===== src/rtl/mbist_pkg.sv =====
// Shared March C- definitions: element indices, controller states and per-element op table.
package mbist_pkg;

  localparam int unsigned EW = 3;

  typedef logic [EW-1:0] elem_t;

  localparam elem_t M0 = 3'd0;
  localparam elem_t M1 = 3'd1;
  localparam elem_t M2 = 3'd2;
  localparam elem_t M3 = 3'd3;
  localparam elem_t M4 = 3'd4;
  localparam elem_t M5 = 3'd5;

  typedef enum logic [1:0] {
    ST_IDLE  = 2'd0,
    ST_RUN   = 2'd1,
    ST_DRAIN = 2'd2,
    ST_DONE  = 2'd3
  } state_t;

  typedef struct packed {
    logic dir_down;  // address sweep wcount-1 -> 0
    logic has_rd;    // element starts with a read
    logic has_wr;    // element ends with a write
    logic rd_ones;   // read expects D1
    logic wr_ones;   // write stores D1
  } elem_cfg_t;

  // Indexed by element; entries 6 and 7 are unreachable.
  localparam elem_cfg_t ELEM_CFG [8] = '{
    '{dir_down: 1'b0, has_rd: 1'b0, has_wr: 1'b1, rd_ones: 1'b0, wr_ones: 1'b0},
    '{dir_down: 1'b0, has_rd: 1'b1, has_wr: 1'b1, rd_ones: 1'b0, wr_ones: 1'b1},
    '{dir_down: 1'b0, has_rd: 1'b1, has_wr: 1'b1, rd_ones: 1'b1, wr_ones: 1'b0},
    '{dir_down: 1'b1, has_rd: 1'b1, has_wr: 1'b1, rd_ones: 1'b0, wr_ones: 1'b1},
    '{dir_down: 1'b1, has_rd: 1'b1, has_wr: 1'b1, rd_ones: 1'b1, wr_ones: 1'b0},
    '{dir_down: 1'b0, has_rd: 1'b1, has_wr: 1'b0, rd_ones: 1'b0, wr_ones: 1'b0},
    '{dir_down: 1'b0, has_rd: 1'b0, has_wr: 1'b0, rd_ones: 1'b0, wr_ones: 1'b0},
    '{dir_down: 1'b0, has_rd: 1'b0, has_wr: 1'b0, rd_ones: 1'b0, wr_ones: 1'b0}
  };

endpackage


===== src/rtl/mbist_cmp_pipe.sv =====
// Read-latency delay line that aligns expected data with RAM dataout, compares it,
// and keeps a sticky fail flag, saturating miscompare count and first-failure capture.
module mbist_cmp_pipe
  import mbist_pkg::*;
#(
  parameter int unsigned AW     = 8,
  parameter int unsigned DW     = 4,
  parameter int unsigned RD_LAT = 2
) (
  input  logic          clk,
  input  logic          rst,
  input  logic          clr,
  input  logic          in_valid,
  input  logic [DW-1:0] in_expected,
  input  logic [AW-1:0] in_addr,
  input  elem_t         in_elem,
  input  logic [DW-1:0] rd_data,
  output logic          fail,
  output logic [15:0]   fail_count,
  output logic [AW-1:0] fail_addr,
  output elem_t         fail_element,
  output logic [DW-1:0] fail_expected,
  output logic [DW-1:0] fail_actual
);

  logic [RD_LAT-1:0] vld_q, vld_d;
  logic [DW-1:0]     exp_q  [RD_LAT];
  logic [DW-1:0]     exp_d  [RD_LAT];
  logic [AW-1:0]     addr_q [RD_LAT];
  logic [AW-1:0]     addr_d [RD_LAT];
  elem_t             elem_q [RD_LAT];
  elem_t             elem_d [RD_LAT];

  logic          fail_q, fail_d;
  logic [15:0]   fail_count_q, fail_count_d;
  logic [AW-1:0] fail_addr_q, fail_addr_d;
  elem_t         fail_element_q, fail_element_d;
  logic [DW-1:0] fail_expected_q, fail_expected_d;
  logic [DW-1:0] fail_actual_q, fail_actual_d;
  logic          mis_c;

  // Delay line: stage 0 holds the read the RAM is sampling this cycle.
  always_comb begin
    vld_d     = {vld_q[RD_LAT-2:0], in_valid};
    exp_d[0]  = in_expected;
    addr_d[0] = in_addr;
    elem_d[0] = in_elem;
    for (int i = 1; i < RD_LAT; i++) begin
      exp_d[i]  = exp_q[i-1];
      addr_d[i] = addr_q[i-1];
      elem_d[i] = elem_q[i-1];
    end
  end

  assign mis_c = vld_q[RD_LAT-1] && (rd_data != exp_q[RD_LAT-1]);

  always_comb begin
    fail_d          = fail_q;
    fail_count_d    = fail_count_q;
    fail_addr_d     = fail_addr_q;
    fail_element_d  = fail_element_q;
    fail_expected_d = fail_expected_q;
    fail_actual_d   = fail_actual_q;
    if (clr) begin
      fail_d          = 1'b0;
      fail_count_d    = '0;
      fail_addr_d     = '0;
      fail_element_d  = '0;
      fail_expected_d = '0;
      fail_actual_d   = '0;
    end else if (mis_c) begin
      fail_d = 1'b1;
      if (fail_count_q != 16'hFFFF) fail_count_d = fail_count_q + 16'd1;
      if (!fail_q) begin
        fail_addr_d     = addr_q[RD_LAT-1];
        fail_element_d  = elem_q[RD_LAT-1];
        fail_expected_d = exp_q[RD_LAT-1];
        fail_actual_d   = rd_data;
      end
    end
  end

  always_ff @(posedge clk or posedge rst) begin
    if (rst) begin
      vld_q <= '0;
      for (int i = 0; i < RD_LAT; i++) begin
        exp_q[i]  <= '0;
        addr_q[i] <= '0;
        elem_q[i] <= '0;
      end
      fail_q          <= 1'b0;
      fail_count_q    <= '0;
      fail_addr_q     <= '0;
      fail_element_q  <= '0;
      fail_expected_q <= '0;
      fail_actual_q   <= '0;
    end else begin
      vld_q <= vld_d;
      for (int i = 0; i < RD_LAT; i++) begin
        exp_q[i]  <= exp_d[i];
        addr_q[i] <= addr_d[i];
        elem_q[i] <= elem_d[i];
      end
      fail_q          <= fail_d;
      fail_count_q    <= fail_count_d;
      fail_addr_q     <= fail_addr_d;
      fail_element_q  <= fail_element_d;
      fail_expected_q <= fail_expected_d;
      fail_actual_q   <= fail_actual_d;
    end
  end

  assign fail          = fail_q;
  assign fail_count    = fail_count_q;
  assign fail_addr     = fail_addr_q;
  assign fail_element  = fail_element_q;
  assign fail_expected = fail_expected_q;
  assign fail_actual   = fail_actual_q;

endmodule


===== src/rtl/mbist_march_ctrl.sv =====
// March C- MBIST engine for single_port_ram: one registered RAM op per clock,
// read checking through mbist_cmp_pipe, pass/fail with first-failure capture.
module mbist_march_ctrl
  import mbist_pkg::*;
#(
  parameter int unsigned wcount  = 256,
  parameter int unsigned wlength = 4,
  parameter int unsigned RD_LAT  = 2
) (
  input  logic                      clk,
  input  logic                      rst,
  input  logic                      start,
  output logic [$clog2(wcount)-1:0] sram_addr,
  output logic [wlength-1:0]        sram_datain,
  output logic                      sram_we,
  input  logic [wlength-1:0]        sram_dataout,
  output logic                      busy,
  output logic                      done,
  output logic                      fail,
  output logic [15:0]               fail_count,
  output logic [$clog2(wcount)-1:0] fail_addr,
  output logic [2:0]                fail_element,
  output logic [wlength-1:0]        fail_expected,
  output logic [wlength-1:0]        fail_actual
);

  localparam int unsigned AW  = $clog2(wcount);
  localparam int unsigned DCW = (RD_LAT > 1) ? $clog2(RD_LAT) : 1;
  localparam logic [AW-1:0] ADDR_LAST = AW'(wcount - 1);

  state_t               state_q, state_d;
  elem_t                elem_q, elem_d;
  logic                 phase_q, phase_d;
  logic [AW-1:0]        addr_q, addr_d;
  logic                 we_q, we_d;
  logic [wlength-1:0]   datain_q, datain_d;
  logic                 rd_q, rd_d;
  logic [wlength-1:0]   exp_q, exp_d;
  logic [DCW-1:0]       drain_q, drain_d;
  logic                 busy_q, busy_d;
  logic                 done_q, done_d;
  logic                 start_acc_c;
  logic                 term_c;

  // Terminal address depends on the sweep direction of the current element.
  assign term_c = ELEM_CFG[elem_q].dir_down ? (addr_q == '0) : (addr_q == ADDR_LAST);

  always_comb begin
    state_d     = state_q;
    elem_d      = elem_q;
    phase_d     = phase_q;
    addr_d      = addr_q;
    drain_d     = drain_q;
    start_acc_c = 1'b0;
    we_d        = 1'b0;
    datain_d    = '0;
    rd_d        = 1'b0;
    exp_d       = '0;

    case (state_q)
      ST_IDLE, ST_DONE: begin
        if (start) begin
          start_acc_c = 1'b1;
          state_d     = ST_RUN;
          elem_d      = M0;
          phase_d     = 1'b0;
          addr_d      = '0;
        end
      end
      ST_RUN: begin
        if (!phase_q && ELEM_CFG[elem_q].has_rd && ELEM_CFG[elem_q].has_wr) begin
          phase_d = 1'b1;
        end else begin
          phase_d = 1'b0;
          if (!term_c) begin
            addr_d = ELEM_CFG[elem_q].dir_down ? AW'(addr_q - 1'b1) : AW'(addr_q + 1'b1);
          end else if (elem_q == M5) begin
            state_d = ST_DRAIN;
            drain_d = '0;
          end else begin
            elem_d = elem_t'(elem_q + 3'd1);
            addr_d = ELEM_CFG[elem_d].dir_down ? ADDR_LAST : '0;
          end
        end
      end
      ST_DRAIN: begin
        if (drain_q == DCW'(RD_LAT - 1)) state_d = ST_DONE;
        else                             drain_d = DCW'(drain_q + 1'b1);
      end
      default: state_d = ST_IDLE;
    endcase

    // Op to drive next cycle, decoded from the next position.
    if (state_d == ST_RUN) begin
      we_d     = phase_d || !ELEM_CFG[elem_d].has_rd;
      rd_d     = !we_d;
      datain_d = we_d ? {wlength{ELEM_CFG[elem_d].wr_ones}} : '0;
      exp_d    = {wlength{ELEM_CFG[elem_d].rd_ones}};
    end

    busy_d = (state_d == ST_RUN) || (state_d == ST_DRAIN);
    done_d = (state_d == ST_DONE);
  end

  always_ff @(posedge clk or posedge rst) begin
    if (rst) begin
      state_q  <= ST_IDLE;
      elem_q   <= M0;
      phase_q  <= 1'b0;
      addr_q   <= '0;
      we_q     <= 1'b0;
      datain_q <= '0;
      rd_q     <= 1'b0;
      exp_q    <= '0;
      drain_q  <= '0;
      busy_q   <= 1'b0;
      done_q   <= 1'b0;
    end else begin
      state_q  <= state_d;
      elem_q   <= elem_d;
      phase_q  <= phase_d;
      addr_q   <= addr_d;
      we_q     <= we_d;
      datain_q <= datain_d;
      rd_q     <= rd_d;
      exp_q    <= exp_d;
      drain_q  <= drain_d;
      busy_q   <= busy_d;
      done_q   <= done_d;
    end
  end

  assign sram_addr   = addr_q;
  assign sram_we     = we_q;
  assign sram_datain = datain_q;
  assign busy        = busy_q;
  assign done        = done_q;

  mbist_cmp_pipe #(
    .AW     (AW),
    .DW     (wlength),
    .RD_LAT (RD_LAT)
  ) u_cmp_pipe (
    .clk           (clk),
    .rst           (rst),
    .clr           (start_acc_c),
    .in_valid      (rd_q),
    .in_expected   (exp_q),
    .in_addr       (addr_q),
    .in_elem       (elem_q),
    .rd_data       (sram_dataout),
    .fail          (fail),
    .fail_count    (fail_count),
    .fail_addr     (fail_addr),
    .fail_element  (fail_element),
    .fail_expected (fail_expected),
    .fail_actual   (fail_actual)
  );

endmodule


===== config.mk =====
export PLATFORM = sky130hd
export DESIGN_NAME = mbist_march_ctrl
export DESIGN_NICKNAME = d
export VERILOG_FILES = /design/src/rtl/mbist_pkg.sv /design/src/rtl/mbist_cmp_pipe.sv /design/src/rtl/mbist_march_ctrl.sv
export SDC_FILE = /design/constraint.sdc
export NUM_CORES = 1
export LEC_CHECK = 0
export BUFFER_PORTS_ARGS = -buffer_cell sky130_fd_sc_hd__buf_4
export CORE_AREA = 2 2 107 109
export CTS_BUF_LIST = sky130_fd_sc_hd__clkbuf_8 sky130_fd_sc_hd__clkbuf_16
export DETAILED_ROUTE_END_ITERATION = 8
export DIE_AREA = 0 0 109 111
export PLACE_DENSITY = 0.57
export SLEW_MARGIN = 30
export SYNTH_ARGS = -nofsm -noshare
export SYNTH_HDL_FRONTEND = slang
export SYNTH_SLANG_ARGS = --single-unit
export TNS_END_PERCENT = 100

===== constraint.sdc =====
create_clock -name clk -period 2.65 [get_ports clk]
set_input_delay 0.1325 -clock clk [delete_from_list [all_inputs] [get_ports clk]]
set_output_delay 0.1325 -clock clk [all_outputs]
set_load 0.02 [all_outputs]

==> impl_metrics.tcl, run 1 <==
set metrics [dict create \
    status "complete, but fails checks" \
    violations "setup timing" \
    start_util_pct 35.1 \
    synth-seq-area-share_pct 51.5 \
    diodes 0 \
    wirelength_mm 8.22 \
    clk_latency_ns 0.33 \
    fp.dieW_um 109 \
    ys_async_sr_fraction_pct 100 \
    ios 58 \
    avgViaCountPerCell 4.99 \
    worstReg2RegStart "elem_q[0]$_DFF_PP0_" \
    cp_num_cells 9 \
    drt_iter0_drc 172 \
    drc 0 \
    ant_nets 0 \
    dp_hpwl_mm 5.85 \
    relSlewSlack_pct 67.9 \
    timing.rr.end "sram_addr[7]$_DFFE_PP0P_" \
    synth.avg_cell_area_um2 11.0 \
    clk_pin_slew_worst_paths_ns 0.06 \
    nNetsFinal 446 \
    vdd_drop_max_v 0.000377 \
    whs_ns 0.0634 \
    end_kind "flip-flop" \
    min_to "u_cmp_pipe.fail_actual[1]$_DFFE_PP0P_" \
    final_max_slew_viol_count 0 \
    cts_sinks 80 \
    crit_buf_inv 0 \
    crit_chain "ha_2 > mux2_4 > ha_4 > and3_4 > a221o_1 > o41ai_2 > xnor2_1 > a221o_1 > a22o_1" \
    p_leak_nw 2.20 \
    routabilityCongestion 0.870 \
    gr-usage-all-layers_pct 14.7 \
    dpl_cell_area_um2 4520 \
    cts_tree "done" \
    critPathArrivalTime_ns 2.96 \
    fin_cells 570 \
    fin_setup_tns_ns -0.142 \
    ys_types 61 \
    holdPathStages 3 \
    synthCells 354 \
    yosys_warnings 0 \
    cts_max_path_buffers 2 \
    fp.dieH_um 111 \
    cap_violations 0 \
    path_delay_family "compound AO/OA/AOI/OAI gates" \
    antenna_found_initial 0 \
    grt_pass1_vias 2904 \
    fin_area_um2 5000 \
    total_power_mw 3.11 \
    grt_max_degree 72 \
    firstDrtPassIters 4 \
    power_density_nw_per_um2 621 \
    num_rows 39 \
    max_stage_delay_ns 0.41 \
    synth_nets 378 \
    area_growth_syn_to_layout_pct 28.8 \
    worstSetupPathType "flip-flop to flip-flop" \
    period_share_pct 103 \
    timing.critical_path.required_ns 2.87 \
    portBuffers 57 \
    final_cell_mix "dfrtp_1, buf_4, nor2_1" \
    crit_slowest_cell "dfrtp_1" \
    setup_slack_ns -0.0923 \
    tightest_slew_ns 0.475 \
    ys_ff_latch 80 \
    setup_viol 2 \
    holdCritStartpoint "sram_dataout[1]" \
    r2r_slack_ns -0.09 \
    grt_pass1_wl_mm 14.0 \
    fin_util_pct 45.2 \
    min_period_ns 2.74 \
    pre_cts_slack_ns -0.190 \
    synth-edff-count 0 \
    dp_cells 546 \
    crit_path_start "elem_q[0]$_DFF_PP0_" \
    syn_area_um2 3880 \
    final_common_cell "dfrtp_1" \
    crit_path_frequent_cell "a221o_1" \
    via_count 2843 \
    min_path_type "input pin to flip-flop" \
    layout-drive-gt1-share_pct 30.0 \
    core_um2 11100 \
    max_freq_mhz 365 \
    synthFlopType "dfrtp_1" \
    cts-root-buf "clkbuf_16" \
    path_max_fanout 5 \
    reg2regPathDepth 9 \
    routedWlPerCell_um 14.4 \
    clock_skew_ns 0.00775 \
    cts-buffers-inserted 9 \
    timing.final.hold_violations 0 \
    cts-htree-levels 3 \
    grt_overflow_total 0 \
    dieArea_um2 12100 \
    setup.worst_path.start_class "flip-flop" \
    rsz0062_at_grt "yes" \
]
==> cell type report <==
| cell class | instances | area, um2 |
|---|---|---|
| Clock buffer | 9 | 225 |
| Clock inverter | 7 | 119 |
| Fill cell | 1014 | 6070 |
| Inverter | 12 | 46.3 |
| Multi-Input combinational cell | 236 | 1790 |
| Sequential cell | 80 | 2000 |
| Tap cell | 143 | 179 |
| Timing Repair Buffer | 83 | 646 |
==> registers in the layout (all words and copies together), names as in the netlist, 2 cells and up <==
| register | flops |
|---|---|
| elem_q | 3 |
| sram_addr | 8 |
| state_q | 2 |
| u_cmp_pipe.addr_d | 8 |
| u_cmp_pipe.addr_q | 8 |
| u_cmp_pipe.elem_d | 3 |
| u_cmp_pipe.elem_q | 3 |
| u_cmp_pipe.fail_actual | 4 |
| u_cmp_pipe.fail_addr | 8 |
| u_cmp_pipe.fail_count | 16 |
| u_cmp_pipe.fail_element | 3 |
| u_cmp_pipe.vld_q | 2 |
==> cells in the mapped netlist, types with 3 or more instances <==
master	instances	area (um2)
nor3_2	3	30.0
ha_1	16	200
nand3_1	10	50.1
nor2_1	42	158
clkbuf_1	6	22.5
o21a_1	3	22.5
nor3_1	4	20.0
nand2b_1	4	25.0
inv_1	12	45.0
and2_1	5	31.3
a22o_1	7	61.3
xor2_1	7	61.3
o21ai_0	7	35.0
nor2b_1	5	31.3
a21oi_1	4	20.0
nand2_1	29	109
nand4_1	8	50.1
a21o_1	4	30.0
buf_4	16	120
and3_1	8	50.1
nor4_1	3	18.8
o21ai_1	4	20.0
dfrtp_1	80	2000
xnor2_1	6	52.6
mux2i_1	18	180
==> layer usage <==
metal	part of all wire, %	track usage (%)	vias up	routed length (um)
met4	2.4	5.73	0	201
met3	3.8	3.94	21	309
li1	-	-	1367	-
met1	43	17.5	1397	3500
met2	51	25.1	58	4210
met5	0	0	-	0
==> what timing repair did <==
action	4_1_cts	5_1_grt
hold endpoints to repair	9	0
endpoints found under the setup margin	5	7
setup buffers	3	4
pin swaps	2	13
gates resized for setup	7	10
hold buffers	1	0
==> worst max-delay path by stage <==
stage | slack (ns) | endpoint
detailed placement | -0.19 | sram_addr[6]$_DFFE_PP0P_
CTS | -0.11 | sram_addr[6]$_DFFE_PP0P_
finish | -0.09 | sram_addr[7]$_DFFE_PP0P_
global route | -0.20 | sram_addr[7]$_DFFE_PP0P_
floorplan | -0.11 | sram_addr[7]$_DFFE_PP0P_
global placement | -0.07 | sram_addr[6]$_DFFE_PP0P_
==> kinds of logic (layout without fill, tap and decap cells) <==
| group | Yosys count | after routing | share of synthesized area, % |
|---|---|---|---|
| AO/OA/AOI/OAI | 54 | 54 | 11.5 |
| XOR/XNOR | 13 | 13 | 2.93 |
| adder cells (fa/ha/maj) | 17 | 17 | 5.67 |
| buffers and inverters | 38 | 111 | 5.47 |
| flip-flops | 80 | 80 | 51.5 |
| multiplexers | 19 | 19 | 5.02 |
| AND/OR/NAND/NOR | 133 | 133 | 17.9 |
==> power by group <==
part	total (mW)	internal, mW	switching [mW]	leakage, nW
Clock	1.41	0.923	0.490	0.168
Sequential	1.35	1.28	0.0633	0.924
Combinational	0.351	0.153	0.198	1.11
Total	3.11	2.36	0.751	2.20
==> worst register-to-register path, stage by stage (launching register included) <==
cell	delay (ns)
dfrtp_1	0.41
ha_2	0.21
mux2_4	0.34
ha_4	0.27
and3_4	0.14
a221o_1	0.35
o41ai_2	0.24
xnor2_1	0.13
a221o_1	0.31
a22o_1	0.23
(Power assumes the default switching activity.)
==> run 2: changes to the inputs <==
- BUFFER_PORTS_ARGS: -buffer_cell sky130_fd_sc_hd__buf_4 -> -buffer_cell sky130_fd_sc_hd__clkbuf_2
==> run 2 against run 1 <==
Against the previous run: the run still ends with setup timing left; via count shrank 1.3%; register-to-register slack is essentially flat; sequential power is essentially flat; routed wire length shrank 3.4%; first-iteration DRC count shrank 8.7%; clock skew shrank 0.0026 ns; hold slack gained 0.015 ns; clock power shrank 6%; non-clock buffer count grew 1; fmax grew 0.18%; critical endpoint unchanged.
==> impl_metrics.tcl, run 2 (synthesis gave the netlist of run 1 again) <==
set metrics [dict create \
    status "complete, but fails checks" \
    violations "setup timing" \
    core_um2 11100 \
    grt_pass1_vias 2805 \
    routabilityCongestion 0.843 \
    dp_cells 549 \
    num_rows 39 \
    cap_violations 0 \
    ios 58 \
    fp.dieH_um 111 \
    pre_cts_slack_ns -0.152 \
    grt_overflow_total 0 \
    final_max_slew_viol_count 0 \
    crit_chain "inv_2 > ha_4 > mux2_4 > ha_4 > and3_4 > a221o_1 > o41ai_2 > xnor2_1 > a221o_1 > a22o_1" \
    drt_iter0_drc 157 \
    final_cell_mix "dfrtp_1, clkbuf_2, nor2_1" \
    setup_viol 1 \
    cts-htree-levels 3 \
    p_leak_nw 2.13 \
    clk_latency_ns 0.34 \
    start_util_pct 35.1 \
    cts_sinks 80 \
    antenna_found_initial 0 \
    gr-usage-all-layers_pct 13.9 \
    num-fill-cells 1023 \
    ant_nets 0 \
    diodes 0 \
    setup.worst_path.start_class "flip-flop" \
    cts_max_path_buffers 2 \
    max_stage_delay_ns 0.40 \
    via_count 2807 \
    cts_tree "done" \
    grt_pass1_wl_mm 13.3 \
    fin_util_pct 43.5 \
    layout-drive-gt1-share_pct 30.4 \
    wirelength_mm 7.94 \
    final_common_cell "dfrtp_1" \
    critPathArrivalTime_ns 2.97 \
    routedWlPerCell_um 13.9 \
    r2r_slack_ns -0.09 \
    whs_ns 0.0781 \
    cts-buffers-inserted 9 \
    fin_cells 571 \
    fin_setup_tns_ns -0.0873 \
    end_kind "flip-flop" \
    total_power_mw 2.98 \
    grt_max_degree 38 \
    dpl_cell_area_um2 4390 \
    worstSetupPathType "flip-flop to flip-flop" \
    crit_slowest_cell "dfrtp_1" \
    period_share_pct 103 \
    path_max_fanout 7 \
    cts-root-buf "clkbuf_16" \
    rsz0062_at_grt "yes" \
    portBuffers 57 \
    fp.dieW_um 109 \
    relSlewSlack_pct 59.9 \
    firstDrtPassIters 4 \
    min_path_type "input pin to flip-flop" \
    setup_slack_ns -0.0873 \
    area_growth_syn_to_layout_pct 23.9 \
    max_freq_mhz 365 \
    drc 0 \
    dieArea_um2 12100 \
    clk_pin_slew_worst_paths_ns 0.06 \
    timing.critical_path.required_ns 2.88 \
    largest_reg_flops 16 \
    avgViaCountPerCell 4.92 \
    vdd_drop_max_v 0.000301 \
    power_density_nw_per_um2 620 \
    clock_skew_ns 0.00512 \
    nNetsFinal 447 \
    fin_area_um2 4810 \
    tightest_slew_ns 0.601 \
    min_period_ns 2.74 \
    dp_hpwl_mm 5.67 \
    timing.final.hold_violations 0 \
]
## run 2: cell type report
class                      count  area, um2  area share, %
sequential                    80       2000           41.6
multi-input combinational    236       1770           36.9
timing repair buffer          84        490           10.2
clock buffer                   9        225           4.68
tap                          143        179           3.72
clock inverter                 7       96.3           2.00
inverter                      12       46.3          0.962
## run 2: final timing paths
kind                                           startpoint                                     to  cells past startpoint
max in group asynchronous                             rst               sram_datain[2]$_DFF_PP0_                      4
min in group asynchronous                             rst         u_cmp_pipe.addr_q[3]$_DFF_PP0_                      3
hold / removal                            sram_dataout[2]  u_cmp_pipe.fail_actual[2]$_DFFE_PP0P_                      3
hold reg to reg            u_cmp_pipe.addr_d[7]$_DFF_PP0_         u_cmp_pipe.addr_q[7]$_DFF_PP0_                      0
setup / recovery                      elem_q[0]$_DFF_PP0_               sram_addr[7]$_DFFE_PP0P_                     10
setup reg to reg                      elem_q[0]$_DFF_PP0_               sram_addr[7]$_DFFE_PP0P_                     10
## run 2: worst max-delay path, delay by kind of cell (launching register included)
family | cells | cell delay (ns)
xor+xnor | 1 | 0.13
flops | 1 | 0.40
simple gates | 1 | 0.17
compound gates | 4 | 1.10
mux | 1 | 0.34
fa+ha+maj | 2 | 0.40
buf+inv | 1 | 0.07
## run 2: repair_timing
| item | 4_1_cts | 5_1_grt |
|---|---|---|
| resized for setup | 7 | 7 |
| setup buffers | 2 | 3 |
| hold buffers | 1 | 0 |
| endpoints found under the setup margin | 3 | 5 |
| pin swaps | 5 | 5 |
| hold endpoints to repair | 35 | 0 |
## run 2: report_power, final
| group | leakage (nW) | total (mW) | internal, mW | switching [mW] |
|---|---|---|---|---|
| Combinational | 1.05 | 0.314 | 0.116 | 0.198 |
| Sequential | 0.924 | 1.35 | 1.28 | 0.0642 |
| Clock | 0.153 | 1.32 | 0.826 | 0.495 |
| Total | 2.13 | 2.98 | 2.22 | 0.758 |
## run 2: metal layers
layer / up-vias / part of all wire (%) / global-route usage (%)
li1: 1370 / - / -
met1: 1374 / 44 / 17.3
met2: 48 / 51 / 22.6
met3: 15 / 3.3 / 3.12
met4: 0 / 2.1 / 7.01
met5: - / 0 / 0
